`config.mk`:
```
export PLATFORM = sky130hd
export DESIGN_NAME = fsm_cfg_initiator
export DESIGN_NICKNAME = d
export VERILOG_FILES = /design/src/rtl/fsm_cfg_pkg.sv /design/src/rtl/cfg_timeout_ctr.sv /design/src/rtl/fsm_cfg_initiator.sv
export SDC_FILE = /design/constraint.sdc
export NUM_CORES = 1
export LEC_CHECK = 0
export ABC_CLOCK_PERIOD_IN_PS = 4100
export CAP_MARGIN = 20
export CORE_MARGIN = 4
export CORE_UTILIZATION = 43
export DETAILED_ROUTE_END_ITERATION = 8
export GPL_TIMING_DRIVEN = 0
export PLACE_DENSITY = 0.9
export SETUP_SLACK_MARGIN = 0.02
export SYNTH_ARGS = -nofsm -noshare
export SYNTH_HDL_FRONTEND = slang
export SYNTH_SLANG_ARGS = --single-unit
```
`constraint.sdc`:
```
create_clock -name clk -period 4.1 [get_ports clk]
set_input_delay 0.615 -clock clk [delete_from_list [all_inputs] [get_ports clk]]
set_output_delay 0.615 -clock clk [all_outputs]
set_load 0.01 [all_outputs]
```
`src/rtl/fsm_cfg_pkg.sv`:
```
// Shared definitions for the config-bus initiator: FSM state encoding, response
// status codes and the address of the FSM config register.
package fsm_cfg_pkg;

    typedef enum logic [2:0] {
        IDLE   = 3'd0,
        ACCESS = 3'd1,
        GAP    = 3'd2,
        VERIFY = 3'd3,
        RESP   = 3'd4
    } state_t;

    localparam logic [1:0] ST_OK       = 2'b00;
    localparam logic [1:0] ST_TIMEOUT  = 2'b01;
    localparam logic [1:0] ST_MISMATCH = 2'b10;

    localparam logic [31:0] FSM_CFG_ADDR = 32'h1000_0000;

    // Expands byte enables into a 32-bit bit mask.
    function automatic logic [31:0] lane_mask(input logic [3:0] strb);
        lane_mask = {{8{strb[3]}}, {8{strb[2]}}, {8{strb[1]}}, {8{strb[0]}}};
    endfunction

endpackage

```
`src/rtl/cfg_timeout_ctr.sv`:
```
// Saturating bus-wait counter with synchronous clear and count enable;
// expired is high once the count equals TIMEOUT_CYCLES.
module cfg_timeout_ctr #(
    parameter int TIMEOUT_CYCLES = 16
) (
    input  logic clk,
    input  logic resetn,
    input  logic clr,
    input  logic en,
    output logic expired
);

    localparam int CW = $clog2(TIMEOUT_CYCLES + 1);
    localparam logic [CW-1:0] LIMIT = CW'(TIMEOUT_CYCLES);

    logic [CW-1:0] count;

    always_ff @(posedge clk or negedge resetn) begin
        if (!resetn) begin
            count <= '0;
        end else if (clr) begin
            count <= '0;
        end else if (en && (count != LIMIT)) begin
            count <= count + 1'b1;
        end
    end

    assign expired = (count == LIMIT);

endmodule

```
`src/rtl/fsm_cfg_initiator.sv`:
```
// Native-bus initiator: runs single read/write commands, with optional
// write-then-readback verify, and returns a status/data response.
module fsm_cfg_initiator
    import fsm_cfg_pkg::*;
#(
    parameter int          TIMEOUT_CYCLES = 16,
    parameter logic [31:0] VERIFY_MASK    = 32'h0000_000F
) (
    input  logic        clk,
    input  logic        resetn,
    input  logic        cmd_valid,
    output logic        cmd_ready,
    input  logic        cmd_write,
    input  logic [31:0] cmd_addr,
    input  logic [31:0] cmd_wdata,
    input  logic [3:0]  cmd_wstrb,
    input  logic        cmd_verify,
    output logic        rsp_valid,
    input  logic        rsp_ready,
    output logic [31:0] rsp_rdata,
    output logic [1:0]  rsp_status,
    output logic        mem_valid,
    input  logic        mem_ready,
    output logic [31:0] mem_addr,
    output logic [31:0] mem_wdata,
    output logic [3:0]  mem_wstrb,
    input  logic [31:0] mem_rdata,
    output logic        busy
);

    state_t      state, state_d;
    logic        mem_valid_d, rsp_valid_d, cmd_ready_d, busy_d;
    logic [31:0] mem_addr_d, mem_wdata_d, rsp_rdata_d;
    logic [3:0]  mem_wstrb_d;
    logic [1:0]  rsp_status_d;
    logic        lat_write, lat_write_d, lat_verify, lat_verify_d;
    logic [31:0] lat_wdata, lat_wdata_d;
    logic [3:0]  lat_wstrb, lat_wstrb_d;
    logic        ctr_en, ctr_clr, expired;
    logic [31:0] verify_bits;

    cfg_timeout_ctr #(.TIMEOUT_CYCLES(TIMEOUT_CYCLES)) u_timeout (
        .clk     (clk),
        .resetn  (resetn),
        .clr     (ctr_clr),
        .en      (ctr_en),
        .expired (expired)
    );

    assign verify_bits = VERIFY_MASK & lane_mask(lat_wstrb);

    always_comb begin
        state_d      = state;
        mem_valid_d  = mem_valid;
        mem_addr_d   = mem_addr;
        mem_wdata_d  = mem_wdata;
        mem_wstrb_d  = mem_wstrb;
        rsp_valid_d  = rsp_valid;
        rsp_rdata_d  = rsp_rdata;
        rsp_status_d = rsp_status;
        lat_write_d  = lat_write;
        lat_verify_d = lat_verify;
        lat_wdata_d  = lat_wdata;
        lat_wstrb_d  = lat_wstrb;

        case (state)
            IDLE: begin
                if (cmd_valid) begin
                    state_d      = ACCESS;
                    mem_valid_d  = 1'b1;
                    mem_addr_d   = cmd_addr;
                    mem_wdata_d  = cmd_write ? cmd_wdata : 32'h0;
                    mem_wstrb_d  = cmd_write ? cmd_wstrb : 4'b0000;
                    lat_write_d  = cmd_write;
                    lat_verify_d = cmd_write & cmd_verify;
                    lat_wdata_d  = cmd_wdata;
                    lat_wstrb_d  = cmd_wstrb;
                end
            end
            ACCESS: begin
                // Ready wins over a simultaneous expiry.
                if (mem_ready) begin
                    mem_valid_d = 1'b0;
                    if (lat_verify) begin
                        state_d = GAP;
                    end else begin
                        state_d      = RESP;
                        rsp_valid_d  = 1'b1;
                        rsp_status_d = ST_OK;
                        rsp_rdata_d  = lat_write ? 32'h0 : mem_rdata;
                    end
                end else if (expired) begin
                    mem_valid_d  = 1'b0;
                    state_d      = RESP;
                    rsp_valid_d  = 1'b1;
                    rsp_status_d = ST_TIMEOUT;
                    rsp_rdata_d  = 32'h0;
                end
            end
            GAP: begin
                state_d     = VERIFY;
                mem_valid_d = 1'b1;
                mem_wdata_d = 32'h0;
                mem_wstrb_d = 4'b0000;
            end
            VERIFY: begin
                if (mem_ready) begin
                    mem_valid_d  = 1'b0;
                    state_d      = RESP;
                    rsp_valid_d  = 1'b1;
                    rsp_rdata_d  = mem_rdata;
                    rsp_status_d = (((mem_rdata ^ lat_wdata) & verify_bits) == 32'h0)
                                   ? ST_OK : ST_MISMATCH;
                end else if (expired) begin
                    mem_valid_d  = 1'b0;
                    state_d      = RESP;
                    rsp_valid_d  = 1'b1;
                    rsp_status_d = ST_TIMEOUT;
                    rsp_rdata_d  = 32'h0;
                end
            end
            RESP: begin
                if (rsp_ready) begin
                    rsp_valid_d = 1'b0;
                    state_d     = IDLE;
                end
            end
            default: state_d = IDLE;
        endcase

        // Counter tracks edges at which mem_valid is (or becomes) high.
        ctr_en      = (state_d == ACCESS) || (state_d == VERIFY);
        ctr_clr     = !ctr_en;
        cmd_ready_d = (state_d == IDLE);
        busy_d      = (state_d != IDLE);
    end

    always_ff @(posedge clk or negedge resetn) begin
        if (!resetn) begin
            state      <= IDLE;
            cmd_ready  <= 1'b1;
            busy       <= 1'b0;
            mem_valid  <= 1'b0;
            mem_addr   <= 32'h0;
            mem_wdata  <= 32'h0;
            mem_wstrb  <= 4'b0000;
            rsp_valid  <= 1'b0;
            rsp_rdata  <= 32'h0;
            rsp_status <= ST_OK;
            lat_write  <= 1'b0;
            lat_verify <= 1'b0;
            lat_wdata  <= 32'h0;
            lat_wstrb  <= 4'b0000;
        end else begin
            state      <= state_d;
            cmd_ready  <= cmd_ready_d;
            busy       <= busy_d;
            mem_valid  <= mem_valid_d;
            mem_addr   <= mem_addr_d;
            mem_wdata  <= mem_wdata_d;
            mem_wstrb  <= mem_wstrb_d;
            rsp_valid  <= rsp_valid_d;
            rsp_rdata  <= rsp_rdata_d;
            rsp_status <= rsp_status_d;
            lat_write  <= lat_write_d;
            lat_verify <= lat_verify_d;
            lat_wdata  <= lat_wdata_d;
            lat_wstrb  <= lat_wstrb_d;
        end
    end

endmodule

```
# Word level (Yosys, flattened, before mapping)
# Cells that the tools add are included.
# Widths: inputs -> output; s select.
# word_totals
input_bits	107
mem_bits_ro	0
mem_count	0
ram_bits	0
reg_bits	149
out_inout_bits	106
word_cells	85
latch_bits	0
# classes
n_shift	0
multipliers	0
magnitude_cmp	0
eq_ne	13
n_div	0
bitwise	3
mux	37
addsub	1
n_reduce_logical	16
# op_table
operator	n
$mux 32	7
$pmux 32 s2	2
$and 32x4->32	1
$logic_not 32->1	1
$xor 32x32->32	1
$mux 3	6
$pmux 3 s5	1
$mux 2	5
$mux 5	2
$eq 3x2->1 const B	3
$reduce_bool 3->1	3
$mux 1	8
$mux 4	2
$pmux 4 s2	1
$eq 3x1->1 const B	2
$logic_not 3->1	2
$ne 2x2->1 const B	3
$pmux 1 s3	2
$reduce_and 2->1	3
$reduce_and 3->1	2
$add 5x1->5 const B	1
$eq 5x5->1 const B	1
$ne 5x5->1 const B	1
$pmux 2 s2	1
8 further kinds	9

# Logic depth before layout (Yosys ltp)
# depth
word_depth	9
ltp_mapped	7
depth_no_buf	5

# Cells and area by module
# A second synthesis with hierarchy kept.
# unflattened
cells_unflattened	313
area_unflattened_um2	4638.2
# modules_own_cells
mod	area_each_um2	seq_area_each_um2	instances	cells_each
fsm_cfg_initiator	4357.9	2904.0	1	286
cfg_timeout_ctr	280.3	125.1	1	27

# Worst setup path before layout
# No wires, ideal clock.
# synth_timing
path_type	register to register
from	register u_timeout.count[0]
to	register rsp_rdata[0]
path_stages_with_launch	8
n_path_buf	2
synth_period_minus_slack_ps	1688
setup_slack_ps	2412
setup_ps	121
arrival_ps	1567
t_required_ps	3979
cell_sequence	dfrtp_1 -> inv_1 -> ha_1 -> nor4bb_1 -> buf_2 -> o211ai_4 -> buf_2 -> a22o_1
# synth_between
elab_chain_len	4
word_cells_on_any_way	5
cone_classes	1 x eq/ne; 4 x mux
# synth_lines
item	line_no	source
start: declaration	cfg_timeout_ctr.sv:16	logic [CW-1:0] count;
start signal: assignment	cfg_timeout_ctr.sv:24	count <= count + 1'b1;
$eq 5x5->1 *	cfg_timeout_ctr.sv:28	assign expired = (count == LIMIT);
$mux 32 *	-	
$mux 32, on equally long branches	-	
$pmux 32 s2 *	-	
end signal: assignment	fsm_cfg_initiator.sv:163	rsp_rdata <= rsp_rdata_d;
end: declaration	fsm_cfg_initiator.sv:20	output logic [31:0] rsp_rdata,
# Every way passes the cells marked *; elsewhere a longest branch is shown, timed or not.
# A chain may end at the register's enable or synchronous reset.

# Worst setup path in the final report
# layout_timing
from	register cmd_ready
to	output port cmd_ready
# layout_rtl
item	line_no	source
start: declaration	fsm_cfg_initiator.sv:12	output logic cmd_ready,
start signal: assignment	fsm_cfg_initiator.sv:156	cmd_ready <= cmd_ready_d;
# No word-level cell between the ends.

==> impl_metrics.tcl <==
set metrics [dict create \
    tightestPinTransition_ps 501.3 \
    cellPowerDensity_nw_per_um2 790.2 \
    cp.arrival_ps 1550 \
    cap_viol_max_count 0 \
    syn_to_final_growth_pct 62.15 \
    crit_type "register to primary output" \
    final_net_count 646 \
    drive_above_1_share_pct 16.94 \
    mappedNetlistArea_um2 4622 \
    io_buffers 211 \
    globalRouteOverflowTotal 0 \
    cp_top_family "buffers and inverters" \
    path_max_fanout 1 \
    synth_cell_types 37 \
    cts_setup_buffers 0 \
    post_synth_inst_count 306 \
    cp-start-kind "register" \
    post_synth_main_area_contributors "sky130_fd_sc_hd__dfrtp_1 (65%), sky130_fd_sc_hd__a22o_1 (13%), sky130_fd_sc_hd__mux2_2 (9.3%)" \
    antenna_cells 0 \
    gr-usage-all-layers_pct 21.18 \
    edff_count_synth 0 \
    required_ps 3480 \
    run_status "complete, no violations" \
    worst_clock_skew_ps 9.466 \
    totalPowerFinal_w 0.005922 \
    drt_drc_violations_left 0 \
    finish.cell_count_without_fillers 685 \
    dpl.hpwl_mm 9.605 \
    yosysTopAreaCellShare_pct 64.97 \
    drt_iter0_markers 136 \
    finalCriticalPeriod_ps 2166 \
    cts_root_buffer "sky130_fd_sc_hd__clkbuf_8" \
    postCtsResizedCells 0 \
    via_count 3516 \
    ir_drop_v 0.0004324 \
    period_share_pct 52.83 \
    grt_start_max_net_pins 69 \
    die-area_um2 12470 \
    numCtsBuffers 17 \
    postRouteWirelength_mm 12.94 \
    drv_slew 0 \
    cts_hold_repair.buffers 0 \
    chipWidth_um 111.7 \
    min_path_type "input port to async pin" \
    crit_path_cell_trace "clkdlybuf4s50_1" \
    placed_instances 654 \
    firstDrtPassIters 4 \
    leakage_nw 3.268 \
    average_wire_per_cell_in_the_routed_design_um 18.89 \
    via_to_cell_ratio 5.133 \
    synth_seq_area_share_pct 65.54 \
    start_util_pct 44.37 \
    endpoint_kind "primary output" \
    postSynth.asyncResetShare_pct 100.0 \
    groute.layer.met3.usage_pct 7.228 \
    number_of_antenna_violations_at_the_first_check_in_global_routing 0 \
    fin_hold_viols 0 \
    worst_setup_hold_path_clk_slew_ps 50 \
    cpMaxStageDelayCell "sky130_fd_sc_hd__clkdlybuf4s50_1" \
    yosys.cell_count.top_type "sky130_fd_sc_hd__dfrtp_1" \
    cts_tree "yes" \
    cts.sinks 121 \
    critical_path.max_stage_delay_ps 540 \
    finalSetupViolCount 0 \
    routability_congestion_estimate 0.8578 \
    grt_util_met1_pct 25.32 \
    cts_htree_levels 4 \
    placement_rows 37 \
    grt_util_met2_pct 35.53 \
    rsz0062_at_grt "no" \
    ys_seq_elements 121 \
    grt-busiest-layer "met2" \
    first_pass_grt_wire_length_mm 20.77 \
    grt_pass1_vias 3799 \
    ant_nets 0 \
    mappedNetlistNets 415 \
    fp.coreArea_um2 10420 \
    yosysWarnings 0 \
    worstSkewPairLatency_ps 510 \
    syn_avg_cell_area_um2 15.10 \
    synth.cells.most_frequent "sky130_fd_sc_hd__dfrtp_1 (120), sky130_fd_sc_hd__a22o_1 (68), sky130_fd_sc_hd__mux2_2 (38)" \
    clockBufferDepth 2 \
    share_of_the_core_filled_with_cells_in_the_final_layout_pct 71.95 \
    io_pins 213 \
    max_freq_mhz 461.7 \
    synth_ff_type "sky130_fd_sc_hd__dfrtp_1" \
    die_h_um 111.7 \
    timing.slew.headroom_pct 66.58 \
    netlist.top_cell.by_area "sky130_fd_sc_hd__dfrtp_1" \
    worstPathBufferInverterCount 1 \
]
## final cells by class
class                   count  area [um2]
plain buffers              22       147.6
clock buffers              23       466.7
clock inverters             8       95.09
fillers                   710        2922
inverters                   6       22.52
multi-input cells         157        1423
flip-flops and latches    121        3029
well taps                 136       170.2
repair buffers            212        2141
## power breakdown
part | switching (W) | internal [W] | total, W | leakage, nW
clock | 0.000498 | 0.000904 | 0.00140 | 0.274
sequential | 0.000316 | 0.00173 | 0.00205 | 1.53
combinational | 0.000979 | 0.00149 | 0.00247 | 1.47
## routing by layer
layer | routed length (um) | share of wire (%)
met3 | 911 | 7.0
met2 | 6549 | 51
met4 | 247 | 1.9
met1 | 5229 | 40
met5 | 0 | 0
## per-stage QoR
step                      hold WS [ps]  cell area, um2  TNS [ps]  worst slack [ps]
final                            56.74            7495         0              1934
after global routing             72.84            7495         0              1875
after CTS                        50.14            7495         0              1898
after detailed placement         479.1            6933         0              1811
after global placement           473.9            6904   -236270             -1971
after floorplan                  319.4            4622         0              2412
## final timing paths
check | startpoint | end | slack, ps | depth (start not counted)
setup / recovery | cmd_ready | cmd_ready | 1930 | 1
hold / removal | resetn | mem_wdata[8] | 60 | 1
setup reg to reg | u_timeout.count[0] | rsp_rdata[27] | 2070 | 7
hold reg to reg | rsp_status[1] | rsp_status[1] | 500 | 1
max in group asynchronous | resetn | cmd_ready | 3310 | 2
min in group clk | rsp_status[1] | rsp_status[1] | 500 | 1
## placed cells by master (no fill, tap or decap), types with 3 or more instances in the layout
| cell | synthesis | final |
|---|---|---|
| sky130_fd_sc_hd__clkdlybuf4s50_1 | 0 | 210 |
| sky130_fd_sc_hd__dfrtp_1 | 120 | 120 |
| sky130_fd_sc_hd__a22o_1 | 68 | 68 |
| sky130_fd_sc_hd__mux2_2 | 38 | 38 |
| sky130_fd_sc_hd__clkbuf_16 | 0 | 16 |
| sky130_fd_sc_hd__buf_2 | 13 | 13 |
| sky130_fd_sc_hd__nor2_1 | 7 | 7 |
| sky130_fd_sc_hd__inv_1 | 6 | 6 |
| sky130_fd_sc_hd__buf_6 | 5 | 6 |
| sky130_fd_sc_hd__xor2_1 | 6 | 6 |
| sky130_fd_sc_hd__clkbuf_1 | 1 | 4 |
| sky130_fd_sc_hd__o21ai_0 | 4 | 4 |
| sky130_fd_sc_hd__clkbuf_8 | 0 | 4 |
| sky130_fd_sc_hd__clkinv_2 | 0 | 4 |
| sky130_fd_sc_hd__buf_4 | 3 | 3 |
| sky130_fd_sc_hd__o2bb2ai_1 | 3 | 3 |
| sky130_fd_sc_hd__nand3_1 | 3 | 3 |
## flip-flops by register name, summed over array words and instances (netlist names)
register and count:
mem_addr 32, mem_wdata 32, rsp_rdata 32, u_timeout.count 5, lat_wdata 4, mem_wstrb 4, state 3, rsp_status 2
busy 1, cmd_ready 1, lat_verify 1, lat_write 1, lat_wstrb 1, mem_valid 1, rsp_valid 1
## logic make-up after synthesis
family / after synthesis / synth area share, %
AO/OA/AOI/OAI: 82 / 15.54
XOR/XNOR: 8 / 1.516
adder cells (fa/ha/maj): 2 / 0.5413
buffers and inverters: 28 / 3.681
flip-flops: 121 / 65.54
multiplexers: 39 / 9.475
AND/OR/NAND/NOR: 26 / 3.709
(Power assumes the default switching activity.)
